File: src/rtl/cppg_wb.sv
// cppg_wb: lattice-gas propagation write-back engine; calc words -> FIFO -> VRAM (x, Y).
// Optional overrun detection on err is enabled by defining CPPG_WB_OVERRUN_CHK_EN.
`timescale 1ns/1ps
module cppg_wb #(
  parameter int DEPTH_LOG2 = 2
) (
  input  logic        CLK,
  input  logic        RST_X,
  input  logic        PPGWR,
  input  logic [13:0] C_VRAMADR_Y,
  input  logic [9:0]  dsizx,
  input  logic        calc_valid,
  input  logic [63:0] calc_data,
  output logic        calc_ready,
  output logic        vram_req,
  input  logic        vram_ack,
  output logic [9:0]  vram_adr_x,
  output logic [13:0] vram_adr_y,
  output logic [63:0] wdata,
  output logic        row_done,
  output logic        busy,
  output logic        err
);
  localparam int DEPTH = 1 << DEPTH_LOG2;
  localparam int CNT_W = DEPTH_LOG2 + 1;

  typedef enum logic [1:0] {
    IDLE = 2'd0,
    RUN  = 2'd1,
    DONE = 2'd2
  } state_t;

  state_t                state_q, state_d;
  logic [7:0]            n_q, n_d;
  logic [7:0]            in_cnt_q, in_cnt_d;
  logic [7:0]            out_cnt_q, out_cnt_d;
  logic [13:0]           y_q, y_d;
  logic                  armed_q, armed_d;
  logic [DEPTH_LOG2-1:0] wr_ptr_q, wr_ptr_d;
  logic [DEPTH_LOG2-1:0] rd_ptr_q, rd_ptr_d;
  logic [CNT_W-1:0]      cnt_q, cnt_d;
  logic [63:0]           mem_q [DEPTH];

  logic fifo_full, fifo_empty, push, pop, start;
  logic unused_dsizx_hi;

  assign unused_dsizx_hi = ^dsizx[9:8];

  assign fifo_full  = (cnt_q == CNT_W'(DEPTH));
  assign fifo_empty = (cnt_q == '0);
  assign calc_ready = (state_q == RUN) && !fifo_full && (in_cnt_q < n_q);
  assign vram_req   = (state_q == RUN) && !fifo_empty;
  assign push       = calc_valid && calc_ready;
  assign pop        = vram_req && vram_ack;
  // A new row needs PPGWR to have been seen low since the previous one.
  assign start      = (state_q == IDLE) && PPGWR && armed_q;

  assign wdata      = vram_req ? mem_q[rd_ptr_q] : 64'd0;
  assign vram_adr_x = {2'b00, out_cnt_q};
  assign vram_adr_y = y_q;
  assign row_done   = (state_q == DONE);
  assign busy       = (state_q != IDLE);

  always_comb begin
    state_d   = state_q;
    n_d       = n_q;
    in_cnt_d  = in_cnt_q;
    out_cnt_d = out_cnt_q;
    y_d       = y_q;
    armed_d   = armed_q;
    wr_ptr_d  = wr_ptr_q;
    rd_ptr_d  = rd_ptr_q;
    cnt_d     = cnt_q;
    case (state_q)
      IDLE: begin
        if (!PPGWR) armed_d = 1'b1;
        if (start) begin
          state_d   = RUN;
          armed_d   = 1'b0;
          n_d       = dsizx[7:0];
          y_d       = C_VRAMADR_Y;
          in_cnt_d  = '0;
          out_cnt_d = '0;
          wr_ptr_d  = '0;
          rd_ptr_d  = '0;
          cnt_d     = '0;
        end
      end
      RUN: begin
        if (!PPGWR) begin
          state_d   = IDLE;
          in_cnt_d  = '0;
          out_cnt_d = '0;
          wr_ptr_d  = '0;
          rd_ptr_d  = '0;
          cnt_d     = '0;
        end else begin
          if (push) begin
            wr_ptr_d = wr_ptr_q + 1'b1;
            in_cnt_d = in_cnt_q + 8'd1;
          end
          if (pop) begin
            rd_ptr_d  = rd_ptr_q + 1'b1;
            out_cnt_d = out_cnt_q + 8'd1;
          end
          cnt_d = cnt_q + CNT_W'(push) - CNT_W'(pop);
          if (out_cnt_q == n_q) state_d = DONE;
        end
      end
      DONE:    state_d = IDLE;
      default: state_d = IDLE;
    endcase
  end

  always_ff @(posedge CLK or negedge RST_X) begin
    if (!RST_X) begin
      state_q   <= IDLE;
      n_q       <= '0;
      in_cnt_q  <= '0;
      out_cnt_q <= '0;
      y_q       <= '0;
      armed_q   <= 1'b1;
      wr_ptr_q  <= '0;
      rd_ptr_q  <= '0;
      cnt_q     <= '0;
    end else begin
      state_q   <= state_d;
      n_q       <= n_d;
      in_cnt_q  <= in_cnt_d;
      out_cnt_q <= out_cnt_d;
      y_q       <= y_d;
      armed_q   <= armed_d;
      wr_ptr_q  <= wr_ptr_d;
      rd_ptr_q  <= rd_ptr_d;
      cnt_q     <= cnt_d;
    end
  end

  // Storage needs no reset: wdata is masked while no request is pending.
  always_ff @(posedge CLK) begin
    if (push) mem_q[wr_ptr_q] <= calc_data;
  end

`ifdef CPPG_WB_OVERRUN_CHK_EN
  logic err_q, err_d;

  always_comb begin
    err_d = err_q;
    if (start) err_d = 1'b0;
    else if ((state_q == RUN) && calc_valid && !calc_ready) err_d = 1'b1;
  end

  always_ff @(posedge CLK or negedge RST_X) begin
    if (!RST_X) err_q <= 1'b0;
    else        err_q <= err_d;
  end

  assign err = err_q;
`else
  assign err = 1'b0;
`endif

endmodule
File: config.mk
export PLATFORM = sky130hd
export DESIGN_NAME = cppg_wb
export DESIGN_NICKNAME = d
export VERILOG_FILES = /design/src/rtl/cppg_wb.sv
export SDC_FILE = /design/constraint.sdc
export NUM_CORES = 1
export LEC_CHECK = 0
export CAP_MARGIN = 5
export CORE_MARGIN = 2
export CORE_UTILIZATION = 33
export DETAILED_ROUTE_END_ITERATION = 12
export HOLD_SLACK_MARGIN = 0.12
export RECOVER_POWER = 100
export SYNTH_ARGS = -nofsm -noshare
export SYNTH_HDL_FRONTEND = slang
export SYNTH_SLANG_ARGS = --single-unit
File: constraint.sdc
create_clock -name CLK -period 7.45 [get_ports CLK]
set_input_delay 0.745 -clock CLK [delete_from_list [all_inputs] [get_ports CLK]]
set_output_delay 0.745 -clock CLK [all_outputs]
set_load 0.02 [all_outputs]
==> results by group <==
Clocking
  • CTS tree: done
  • Clk sinks: roughly 300
  • Hold-fix buffers, CTS: 0
  • Root Buffer: clkbuf_16
  • Worst-skew pair later-pin latency: between 0.5 and 0.6 ns
  • H-tree Lvls: 2
  • Post-CTS resize count: 0
  • Worst-path clk slew: around 0.060 ns
  • Total setup buffers inserted after CTS: 0
  • Num CTS Buffers: 36
  • Clock Path Buffers: 3

Timing
  • Setup violators final: 0
  • Peak Freq: 0.1878 GHz
  • Slew margin rel.: -76.91%
  • Final period util: between 70% and 80%
  • Final hold vios: 0
  • Max-slew violation count: 131
  • Setup TNS: 0 ns
  • Slew @ Worst Pin: 2.654 ns
  • Post-layout min period: 5.326 ns
  • Final Skew: 0.02198 ns
  • RSZ-0062 raised after global routing: no

Power
  • P_int: 3.597 mW
  • NetSw: 1.537 mW
  • Flop pwr share: 43.8%
  • Comb power frac: around 26%
  • Switching part of the total power: approximately 30%
  • Pwr/cell area: 330.0 mW/mm2
  • P_leak: 5.680 nW
  • Maximum vdd drop: 0.0001908 V
  • Power share of the clock group: 30.5%

Layout
  • FF+latch area: between 0.008 and 0.009 mm2
  • Post-route cell area: 0.01556 mm2
  • Share of post-route cells with drive strength above 1: between 10% and 20%
  • Area of the multi-input gates: 0.003084 mm2
  • Fill cells: 3283
  • Area grow syn2layout: 26.81%
  • Final nets: 971

Route
  • 1st-iter DRT viols: 364
  • Vias: 6662
  • Iteration count of the initial detailed-routing pass: 5
  • Routed WL: 27430 um
  • WL per Instance: a little over 20 um
  • Number of routed nets with antenna violations: 0
  • Drc violations: 0
  • Vias/cell: 4.920

Floorplanning
  • Die Height: 196.8 um
  • Num ports: 186
  • CORE AREA: between 0.03 and 0.04 mm2
  • Initial Util: 33.51%
  • Die area: ~0.039 mm2
  • Rows: 70
  • Die width: around 200 um

Global routing
  • Tot GR Track Use: 14.46%
  • Vias in the first global route: 6989
  • First-pass GRT wire length: 42170 um
  • Total gr overflow: 0
  • Maximum number of pins on one net before global-route repair: 70
  • Antenna violations before repair: 5

Flow run
  • MaxCap Viol Count: 3

Place
  • Dpl cell area: 0.01456 mm2
  • HPWL after DPL: 15860 um
  • Final Wtd Congestion: 0.7398
  • PortBufs: 180

Synthesis
  • Post-Syn Instances: 671
  • Sequential share of the synthesized area: 72.46%
  • Register bit total from synthesis: a little over 300
  • FFs w/ async S/R, synth: between 15 and 20%
  • Share of Yosys cell area claimed by the top area cell type: 62.66%
  • Synth cell types: 51
  • Synth area leader: edfxtp_1
  • Syn_area_per_cell: 18.28 um2
  • Synthesized cell area: 0.01227 mm2
  • Yosys Warn Count: 0
  • EDFF count, synth: 256
  • Largest cells by area after synthesis: edfxtp_1 63%, mux4_2 12%, dfrtp_1 9.6%
  • Most used DFF post-synth: edfxtp_1
  • Top-count cell post-synth: edfxtp_1
  • Post-synth top cells: 256 x edfxtp_1, 70 x and3_1, 64 x mux4_2, 47 x dfrtp_1, 24 x o21ai_0

Worst hold path
  • Hold EP: vram_adr_y[5]
  • Worst hold start: vram_adr_y[5]
  • Worst hold path type: flip-flop to flip-flop
  • Hold-critical path depth: 1

Setup path
  • FF-to-FF Start: state_q[1]
  • Critical Path Source Type: flip-flop
  • WS Path Type: flip-flop to output port
  • Crit path DAT: 4.58 ns
  • Max FO, Critical Path: 37
  • Cells on worst reg2reg path: 7
  • CP required: around 6.7 ns
  • Element type at the critical path end: output port
  • R2r setup slk: 2.36 ns
  • Critical R2R Capture: mem_q[3][40]

Outcome
  • Violated checks: capacitance limit, slew limit
  • Run status: complete, but fails checks
[layer usage]
layer | global-route usage, % | vias up | routed length (um)
li1 | - | 3026 | -
met1 | 19.15 | 3429 | 11990
met2 | 23.35 | 165 | 13320
met3 | 4.124 | 38 | 1631
met4 | 4.094 | 4 | 459
met5 | 0 | - | 27
[cells in the final DEF, fill, tap and decap left out, drive strengths merged, types with 4 or more instances in the layout]
master,n
a21oi,8
and3,70
buf,4
clkbuf,51
clkdlybuf4s50,28
clkinv,14
dfrtp,47
dlygate4sd3,151
edfxtp,256
ha,15
inv,23
mux2,15
mux4,64
nand2,21
nand3,11
nand4,7
nor2,14
o21ai,25
o221ai,4
or3,4
xnor2,12
xor2,4
[through the flow]
step	power (mW)	setup WS, ns	hold slack (ns)	util, %	cells
after floorplan	3.153	3.920	0.4494	-	673
after global placement	3.665	3.609	0.4849	39.78	1292
after detailed placement	3.683	3.625	0.4945	39.78	1292
after CTS	5.281	3.032	0.3114	42.64	1351
after global routing	5.430	1.806	0.5140	42.48	1352
final	5.134	2.124	0.4982	42.49	1354
[registers in the layout, summed over array words and instances, names as in the netlist]
name / flops
armed_q: 1
cnt_q: 3
in_cnt_q: 8
mem_q: 256
n_q: 8
out_cnt_q: 8
rd_ptr_q: 2
state_q: 2
vram_adr_y: 14
wr_ptr_q: 2
[worst max-delay path by stage]
stage,from,to,slack [ns],cells after the start
6_report,rd_ptr_q[1],wdata[52],2.12,4
4_1_cts,rd_ptr_q[0],wdata[49],3.03,4
3_5_place_dp,rd_ptr_q[0],wdata[49],3.63,4
2_1_floorplan,in_cnt_q[2],mem_q[1][0],3.92,7
3_3_place_gp,rd_ptr_q[0],wdata[0],3.61,4
5_1_grt,rd_ptr_q[1],wdata[52],1.81,4
[final cells by class]
cell class	count	area share (%)
antenna	3	0.04825
clock buffer	43	5.959
clock inverter	16	0.7640
inverter	22	0.5308
multi-input combinational	307	19.82
sequential	304	57.19
tap	468	3.764
timing repair buffer	191	11.92
[power by group through the flow]
stage	Clock [mW]	Combinational [mW]	Sequential, mW
2_1_floorplan	0	0.925	2.23
3_3_place_gp	0	1.38	2.28
3_5_place_dp	0	1.39	2.29
4_1_cts	1.63	1.40	2.26
5_1_grt	1.70	1.44	2.29
6_report	1.57	1.32	2.25
[kinds of logic (layout without fill, tap and decap cells)]
kind of cell / Yosys count / after routing / share of synthesized area (%)
xor gates and xnor gates: 16 / 16 / 1.142
muxes: 79 / 79 / 13.13
DFF: 304 / 304 / 72.46
other: 1 / 6 / 0.03057
and+or+nand+nor: 144 / 144 / 6.640
AOI/OAI and AO/OA: 49 / 49 / 2.529
adders and majority gates: 16 / 16 / 1.693
buffers and inverters: 62 / 272 / 2.376
[worst max-delay path, stage by stage (launching register included)]
cell and delay (ns):
dfrtp_4 0.74, clkbuf_1 1.85, mux4_2 0.53, and3_1 0.17
dlygate4sd3_1 0.73
Power figures use the tool's default switching activity.
